File: config.mk
export PLATFORM = sky130hd
export DESIGN_NAME = input_buffer
export DESIGN_NICKNAME = d
export VERILOG_FILES = /design/src/rtl/input_buffer.sv
export SDC_FILE = /design/constraint.sdc
export NUM_CORES = 1
export LEC_CHECK = 0
export CORE_UTILIZATION = 47
export CTS_BUF_LIST = sky130_fd_sc_hd__clkbuf_4
export DETAILED_ROUTE_END_ITERATION = 7
export PLACE_DENSITY_LB_ADDON = 0.05
export SLEW_MARGIN = 15
export SYNTH_ARGS = -nofsm -noshare
export SYNTH_HDL_FRONTEND = slang
export SYNTH_SLANG_ARGS = --single-unit
File: constraint.sdc
create_clock -name clk -period 3.9 [get_ports clk]
set_input_delay 1.17 -clock clk [delete_from_list [all_inputs] [get_ports clk]]
set_output_delay 1.17 -clock clk [all_outputs]
set_load 0.05 [all_outputs]
File: src/rtl/input_buffer.sv
// Router input port: first-word-fall-through flit FIFO plus a packet-framing FSM
// that requests the crossbar for whole packets and discards malformed flits.
module input_buffer #(
    parameter int DEPTH  = 4,
    parameter int FLIT_W = 32
) (
    input  logic              clk,
    input  logic              rst,
    input  logic [FLIT_W-1:0] data_in,
    input  logic              valid_in,
    output logic              ready_out,
    input  logic              grant,
    output logic [FLIT_W-1:0] data_out,
    output logic [2:0]        flit_id,
    output logic [11:0]       length,
    output logic              req,
    output logic              err,
    output logic [7:0]        drop_cnt
);

    localparam int PTR_W = (DEPTH > 1) ? $clog2(DEPTH) : 1;
    localparam int CNT_W = $clog2(DEPTH + 1);
    localparam logic [CNT_W-1:0] FULL_CNT = CNT_W'(DEPTH);

    localparam logic [2:0] TYPE_HEAD = 3'b001;
    localparam logic [2:0] TYPE_BODY = 3'b010;
    localparam logic [2:0] TYPE_TAIL = 3'b100;

    typedef enum logic {
        IDLE,
        ACTIVE
    } state_e;

    logic [FLIT_W-1:0] mem_q [DEPTH];
    logic [PTR_W-1:0]  wr_ptr_q, wr_ptr_d;
    logic [PTR_W-1:0]  rd_ptr_q, rd_ptr_d;
    logic [CNT_W-1:0]  count_q, count_d;
    state_e            state_q, state_d;
    logic              err_q, err_d;
    logic [7:0]        drop_q, drop_d;

    logic              full;
    logic              empty;
    logic              wr_en;
    logic              pop;
    logic              drop_inc;
    logic [FLIT_W-1:0] head_data;
    logic [2:0]        head_type;

    assign full      = (count_q == FULL_CNT);
    assign empty     = (count_q == '0);
    assign ready_out = ~full;
    // A flit offered during reset is never stored, whatever the FIFO state was.
    assign wr_en     = valid_in & ~full & ~rst;

    assign head_data = empty ? '0 : mem_q[rd_ptr_q];
    assign head_type = head_data[FLIT_W-1 -: 3];

    assign data_out  = head_data;
    assign flit_id   = head_type;
    assign length    = head_data[11:0];
    assign err       = err_q;
    assign drop_cnt  = drop_q;

    // NOTE: storage is deliberately not reset; the pointers and count define which entries are live.
    always_ff @(posedge clk) begin
        if (wr_en) begin
            mem_q[wr_ptr_q] <= data_in;
        end
    end

    // Packet framing. In ACTIVE nothing happens without grant, including error handling,
    // so a stalled packet keeps its context until the crossbar serves this port again.
    always_comb begin
        // NOTE: every output of this block gets a default first so no path leaves a latch.
        state_d  = state_q;
        pop      = 1'b0;
        req      = 1'b0;
        err_d    = 1'b0;
        drop_inc = 1'b0;
        case (state_q)
            IDLE: begin
                if (!empty) begin
                    if (head_type == TYPE_HEAD) begin
                        req = 1'b1;
                        if (grant) begin
                            pop     = 1'b1;
                            state_d = ACTIVE;
                        end
                    end else begin
                        pop      = 1'b1;
                        err_d    = 1'b1;
                        drop_inc = 1'b1;
                    end
                end
            end
            ACTIVE: begin
                req = 1'b1;
                if (grant && !empty) begin
                    case (head_type)
                        TYPE_BODY: pop = 1'b1;
                        TYPE_TAIL: begin
                            pop     = 1'b1;
                            state_d = IDLE;
                        end
                        TYPE_HEAD: begin
                            // Missing tail: leave the header in place to open a new packet.
                            err_d   = 1'b1;
                            state_d = IDLE;
                        end
                        default: begin
                            pop      = 1'b1;
                            err_d    = 1'b1;
                            drop_inc = 1'b1;
                        end
                    endcase
                end
            end
            default: state_d = IDLE;
        endcase
    end

    always_comb begin
        wr_ptr_d = wr_ptr_q;
        rd_ptr_d = rd_ptr_q;
        count_d  = count_q;
        drop_d   = drop_q;
        if (wr_en) begin
            wr_ptr_d = wr_ptr_q + 1'b1;
        end
        if (pop) begin
            rd_ptr_d = rd_ptr_q + 1'b1;
        end
        case ({wr_en, pop})
            2'b10:   count_d = count_q + 1'b1;
            2'b01:   count_d = count_q - 1'b1;
            default: count_d = count_q;
        endcase
        if (drop_inc && (drop_q != 8'hFF)) begin
            drop_d = drop_q + 8'd1;
        end
    end

    // NOTE: state registers use non-blocking assignments so every flop samples pre-edge values.
    always_ff @(posedge clk) begin
        if (rst) begin
            wr_ptr_q <= '0;
            rd_ptr_q <= '0;
            count_q  <= '0;
            state_q  <= IDLE;
            err_q    <= 1'b0;
            drop_q   <= 8'd0;
        end else begin
            wr_ptr_q <= wr_ptr_d;
            rd_ptr_q <= rd_ptr_d;
            count_q  <= count_d;
            state_q  <= state_d;
            err_q    <= err_d;
            drop_q   <= drop_d;
        end
    end

endmodule

==> out/qor.txt, run 1 <==
Clock buffer depth: 2
Share of cells above drive strength 1: 17.9%
Sequential-to-total area share from yosys stat: 70.8%
Nets: 479
H-tree lvl count: 4
CP max stage delay: 690 ps
Global Route Usage Sum: 17.5%
Die H: 115 um
Final instance area: 7390 sq um
Yosys cell types: 34
CTS tree: built
Highest-count cells in the layout ignoring fill and taps: edfxtp_1, clkdlybuf4s50_1, and2_1, mux4_2, dlymetal6s2s_1
R2R depth: 9
CTS root buf: clkbuf_4
Clock sink count: 147
Min Tclk post-route: 3730 ps
Syn_nets: 383
Final GP Congestion: 0.719
Util after Layout: 60.5%
Synthesized area per cell: 17.5 sq um
Hold_ws: 515 ps
Total wire length: 10.4 mm
Crit path cell chain: buf_4 > mux4_2 > and2_1 > clkdlybuf4s50_1
Reg clk slew, reported paths: 100 ps
Mapped Area: 5960 sq um
Mapped Cells: 340
Slowest CP cell: clkdlybuf4s50_1
DRC Markers: 0
Core ar.: 12,200 sq um
Final setup vio count: 0
Arrival time worst endpoint: 2560 ps
Highest clock rate: 0.268 GHz
Leak: 2.78 nW
P per Cell Area: 754 nW/um^2
Crit-path max FO: 12
Die W: 115 um
Max Cap Viol: 0
Slew Viols, Final: 0
Critical path type: register to output port
Fin crit share: 95.6%
Critical Path RT: 2730 ps
Dpl hpwl: 6.69 mm
Outcome: finished, final reports clean
Synthesis-to-finish area growth: 23.8%
Detail-routed via count per cell: 5.13
Slew HR: 65.6%
Largest net degree at the start of global routing: 34
Hold Path Stages: 2
Initial antenna violation count: 0
FF+latch count, synth: 147
First-pass GRT wire length: 16.4 mm
Clock insertion delay at the later pin of the skew report: 510 ps
N_diodes: 0
Drt wl/cell: 16.9 um
Critical Path Sink Type: output port
Setup Skew: 14.4 ps
Vias: 3,154
Unrepaired setup endpoints after global routing: no
Vias in the first global route: 3,257
Fillers: 972
Commonest non-fill, non-tap cell in the layout: edfxtp_1
Number of port buffers: 93
Total gr overflow: 0
Initial core utilization: 48.8%
CP startpoint kind: register
ANT nets after route: 0
Die area: 13,100 sq um
Slew @ Worst Pin: 515 ps
Yosys warning total: 0
Post-CTS Setup Inserts: 0
Placed cell area: 7080 sq um
CTS Buf Count: 17
DRT Pass-1 Iters: 4
Starting DRT DRC Count: 132
Hold crit path type: register to register
Final TNS setup: 0 ps
Num ports: 94
Rows: 40
Maximum VDD drop: 0.401 mV
Final Hold Viols: 0
-- metal layers --
metal / track usage [%] / share of wire (%)
met5: 0 / 0
met4: 6.49 / 0.90
met3: 6.09 / 5.3
met2: 30.8 / 53
met1: 19.5 / 41
-- power by group --
group / switching [mW] / internal, mW / total [mW] / leakage [nW]
Clock: 0.503 / 0.382 / 0.885 / 0.135
Sequential: 0.0944 / 1.83 / 1.93 / 1.32
Combinational: 1.76 / 1.00 / 2.76 / 1.33
Total: 2.35 / 3.21 / 5.57 / 2.78
-- synth_stat cells --
| cell | count | area, sq um |
|---|---|---|
| edfxtp_1 | 128 | 3840 |
| and2_1 | 38 | 238 |
| mux4_2 | 32 | 721 |
| dfxtp_1 | 19 | 380 |
| buf_4 | 15 | 113 |
| nor2_1 | 13 | 48.8 |
| inv_1 | 9 | 33.8 |
| a21oi_1 | 8 | 40.0 |
| nand2_1 | 8 | 30.0 |
| o21ai_0 | 8 | 40.0 |
| clkbuf_1 | 6 | 22.5 |
| ha_1 | 6 | 75.1 |
| or3_1 | 6 | 37.5 |
| nor3_1 | 5 | 25.0 |
| nor2b_1 | 4 | 25.0 |
| xnor2_1 | 4 | 35.0 |
| buf_2 | 3 | 15.0 |
| nand3_1 | 3 | 15.0 |
| nor4b_1 | 3 | 26.3 |
| buf_1 | 2 | 7.51 |
| buf_6 | 2 | 22.5 |
| mux2_1 | 2 | 22.5 |
| mux2i_1 | 2 | 20.0 |
| nand2b_1 | 2 | 12.5 |
| nand4_1 | 2 | 12.5 |
| xor2_1 | 2 | 17.5 |
| and3_1 | 1 | 6.26 |
| fa_1 | 1 | 20.0 |
| mux2_2 | 1 | 11.3 |
| nor4_1 | 1 | 6.26 |
| o211ai_2 | 1 | 12.5 |
| o21bai_1 | 1 | 7.51 |
| o311a_1 | 1 | 10.0 |
| or3b_4 | 1 | 11.3 |
-- state kept, by name, summed over array words and instances (netlist names), named ones only --
register  cells
wr_ptr_q      2
mem_q       128
drop_cnt      8
state_q       1
count_q       3
err           1
rd_ptr_q      2
-- cell families (layout without fill, tap and decap cells) --
kind of cell             count (synthesis)  in the layout  share of synthesized area, %
buffers and inverters                   37            144                          3.59
AND/OR/NAND/NOR                         87             87                          8.29
multiplexers                            37             37                          13.0
AO/OA/AOI/OAI                           19             19                          1.85
XOR/XNOR                                 6              6                         0.881
adder cells (fa/ha/maj)                  7              7                          1.59
flip-flops                             147            147                          70.8
-- area by class of cell --
cell class | instances | area, sq um | area share [%]
multi-input cells | 156 | 1530 | 20.7
well taps | 168 | 210 | 2.85
clock inverters | 11 | 113 | 1.52
flip-flops and latches | 147 | 4230 | 57.3
clock buffers | 19 | 143 | 1.93
repair buffers | 105 | 1130 | 15.2
inverters | 9 | 33.8 | 0.457
-- path summary, 6_finish.rpt --
check / end / slack (ps) / start
worst max-delay path: data_out[17] / 170 / register
worst min-delay path: wr_ptr_q[1] / 520 / wr_ptr_q[1]
worst max register to register: count_q[2] / 940 / register
worst min register to register: wr_ptr_q[1] / 520 / wr_ptr_q[1]
-- repair_timing --
action                                  4_1_cts  5_1_grt
resized for setup                            14       24
gates cloned                                  0        0
endpoints found under the setup margin       43       25
pin swaps                                     0        0
hold buffers                                  0        0
-- per-stage QoR --
stage                     std cells  total power [mW]  setup slack (ps)
after floorplan                 340              4.07               237
after detailed placement        585              4.83               433
after global routing            615              5.84             0.179
after global placement          585              4.80               454
final                           615              5.57               170
after CTS                       615              5.67              2.03
-- worst max-delay path: cells and delay by family, from the launching register on --
kind	cells	cell delay, ps
DFF	1	500
muxes	1	490
buffers and inverters	2	900
and+or+nand+nor	1	160
No activity file was read; power rests on OpenSTA's default activity.
==> run 2, diff against run 1 <==
CAP_MARGIN = 25   (was not set)
==> results of run 2 <==
Final layout, timing and power as in run 1 (identical DEF).
==> run 3, diff against run 2 <==
CORE_ASPECT_RATIO = 0.9   (was not set)
==> out/qor.txt, run 3 (synthesis results as in run 1) <==
Leak: 2.74 nW (-1.6%)
Hold_ws: 507 ps (-8.08 ps)
Highest clock rate: 0.266 GHz (-0.74%)
CTS Buf Count: 17 (unchanged)
Unrepaired setup endpoints after global routing: no
Starting DRT DRC Count: 146 (+11%)
CTS tree: built
Number of port buffers: 93 (unchanged)
Share of cells above drive strength 1: 20.7% (+2.8 points)
Clk pwr share: 19.1% (+3.2 points)
Critical path type: register to output port
Total wire length: 10.8 mm (+3.6%)
CP delay by family, top: buffers and inverters
Util after Layout: 60.9% (+0.37 points)
DRC Markers: 0 (unchanged)
H-tree lvl count: 4 (unchanged)
Vias: 3,188 (+1.1%)
Part of the power in registers: 32.9% (-1.7 points)
Arrival time worst endpoint: 2590 ps (+30 ps)
DRT Pass-1 Iters: 4 (unchanged)
Highest-count cells in the layout ignoring fill and taps: edfxtp_1, clkdlybuf4s50_1, and2_1, mux4_2, dlymetal6s2s_1
Slowest CP cell: clkdlybuf4s50_1
Fillers: 904 (-7.0%)
CTS root buf: clkbuf_4
Slew HR: 65.2% (-0.42 points)
ANT nets after route: 0 (unchanged)
Pre-CTS setup slack: 381 ps (-51.8 ps)
Die area: 13,100 sq um (about the same)
Comb pwr share: 48.0% (-1.5 points)
Sw Pwr: 2.40 mW (+1.8%)
Setup Skew: 17.2 ps (+2.82 ps)
Fin worst setup slack: 143 ps (-27.7 ps)
Maximum VDD drop: 0.401 mV (about the same)
Core ar.: 12,200 sq um (about the same)
Critical Path Sink Type: output port
Final GP Congestion: 0.753 (+4.8%)
Final setup vio count: 0 (unchanged)
First-pass GRT wire length: 17.0 mm (+3.4%)
N_diodes: 0 (unchanged)
Post-Layout Cell Count: 610 (-0.81%)
Reg clk slew, reported paths: 110 ps (about the same)
Int Power: 3.45 mW (+7.4%)
Dpl hpwl: 6.75 mm (+0.91%)
Detail-routed via count per cell: 5.23 (+1.9%)
CP max stage delay: 690 ps (about the same)
Clock insertion delay at the later pin of the skew report: 530 ps (+20 ps)
Hold crit path type: register to register
Most flops, register: mem_q
Synthesis-to-finish area growth: 24.7%
Final TNS setup: 0 ps (unchanged)
Slew @ Worst Pin: 521 ps (+6.29 ps)
Fin crit share: 96.3% (+0.71 points)
CP startpoint kind: register
Max FFs per register: 128 (unchanged)
Clock buffer depth: 2 (unchanged)
Die H: 109 um (-5.0%)
Worst path bufs/invs: 2 (unchanged)
Max Cap Viol: 0 (unchanged)
Crit-path max FO: 12 (unchanged)
Drt wl/cell: 17.7 um (+4.4%)
Global Route Usage Sum: 17.9% (+0.39 points)
Dpl cells: 578 (-1.2%)
Clock sink count: 147 (unchanged)
Rows: 38 (-5.0%)
Nets: 480 (+0.21%)
Slew Viols, Final: 0 (unchanged)
Die W: 121 um (+5.3%)
Largest net degree at the start of global routing: 33 (-2.9%)
Crit path cell chain: buf_4 > mux4_2 > and2_1 > clkdlybuf4s50_1
Final Hold Viols: 0 (unchanged)
Min Tclk post-route: 3760 ps (+27.7 ps)
Commonest non-fill, non-tap cell in the layout: edfxtp_1
P per Cell Area: 787 nW/um^2 (+4.3%)
Total gr overflow: 0 (unchanged)
Initial antenna violation count: 0 (unchanged)
Sw Ratio: 41.0% (-1.3 points)
Num ports: 94 (unchanged)
Initial core utilization: 48.8% (about the same)
Critical Path RT: 2730 ps (about the same)
Vias in the first global route: 3,173 (-2.6%)
Outcome: finished, final reports clean
[run 3: cell type report]
type / count / area (sq um) / share of cell area [%]
inverters: 9 / 33.8 / 0.454
clock buffers: 19 / 143 / 1.92
well taps: 160 / 200 / 2.69
repair buffers: 106 / 1090 / 14.7
clock inverters: 13 / 206 / 2.78
flip-flops and latches: 147 / 4230 / 56.9
multi-input cells: 156 / 1530 / 20.6
[run 3: path summary, 6_finish.rpt]
| path | slack, ps | startpoint | to | depth (start not counted) |
|---|---|---|---|---|
| max | 140 | register | length[4] | 4 |
| min | 510 | wr_ptr_q[1] | wr_ptr_q[1] | 2 |
| max reg2reg | 900 | register | count_q[2] | 9 |
| min reg2reg | 510 | wr_ptr_q[1] | wr_ptr_q[1] | 2 |
[run 3: worst reg2reg max path, delay by kind of cell, from the launching register on]
family | cells | cell delay (ps)
AND/OR/NAND/NOR | 3 | 840
adder cells (fa/ha/maj) | 2 | 620
multiplexers | 1 | 610
flip-flops | 1 | 500
XOR/XNOR | 1 | 160
AO/OA/AOI/OAI | 1 | 140
buffers and inverters | 1 | 60
[run 3: power by group through the flow]
stage / Clock, mW / Sequential [mW] / Combinational [mW]
finish: 1.12 / 1.92 / 2.81
CTS: 1.14 / 1.93 / 2.86
floorplan: 0 / 1.95 / 2.12
detailed placement: 0 / 1.96 / 2.86
global route: 1.21 / 1.94 / 2.98
global placement: 0 / 1.96 / 2.85
[run 3: through the flow]
stage,power [mW],cell area [sq um]
2_1_floorplan,4.07,5960
3_3_place_gp,4.80,7040
3_5_place_dp,4.82,7040
4_1_cts,5.93,7390
5_1_grt,6.13,7440
6_report,5.85,7440
[run 3: timing repair]
item	CTS	global route
resized for setup	4	21
buffers inserted	0	0
endpoints found under the setup margin	31	22
hold buffers	0	0
cloned	0	0
[run 3: layer usage]
| layer | vias up | share of wire (%) | global-route usage (%) |
|---|---|---|---|
| met5 | - | 0 | 0 |
| met4 | 0 | 0.92 | 6.88 |
| met3 | 13 | 4.5 | 4.50 |
| met2 | 79 | 49 | 29.1 |
| met1 | 1607 | 46 | 23.3 |
| li1 | 1489 | - | - |
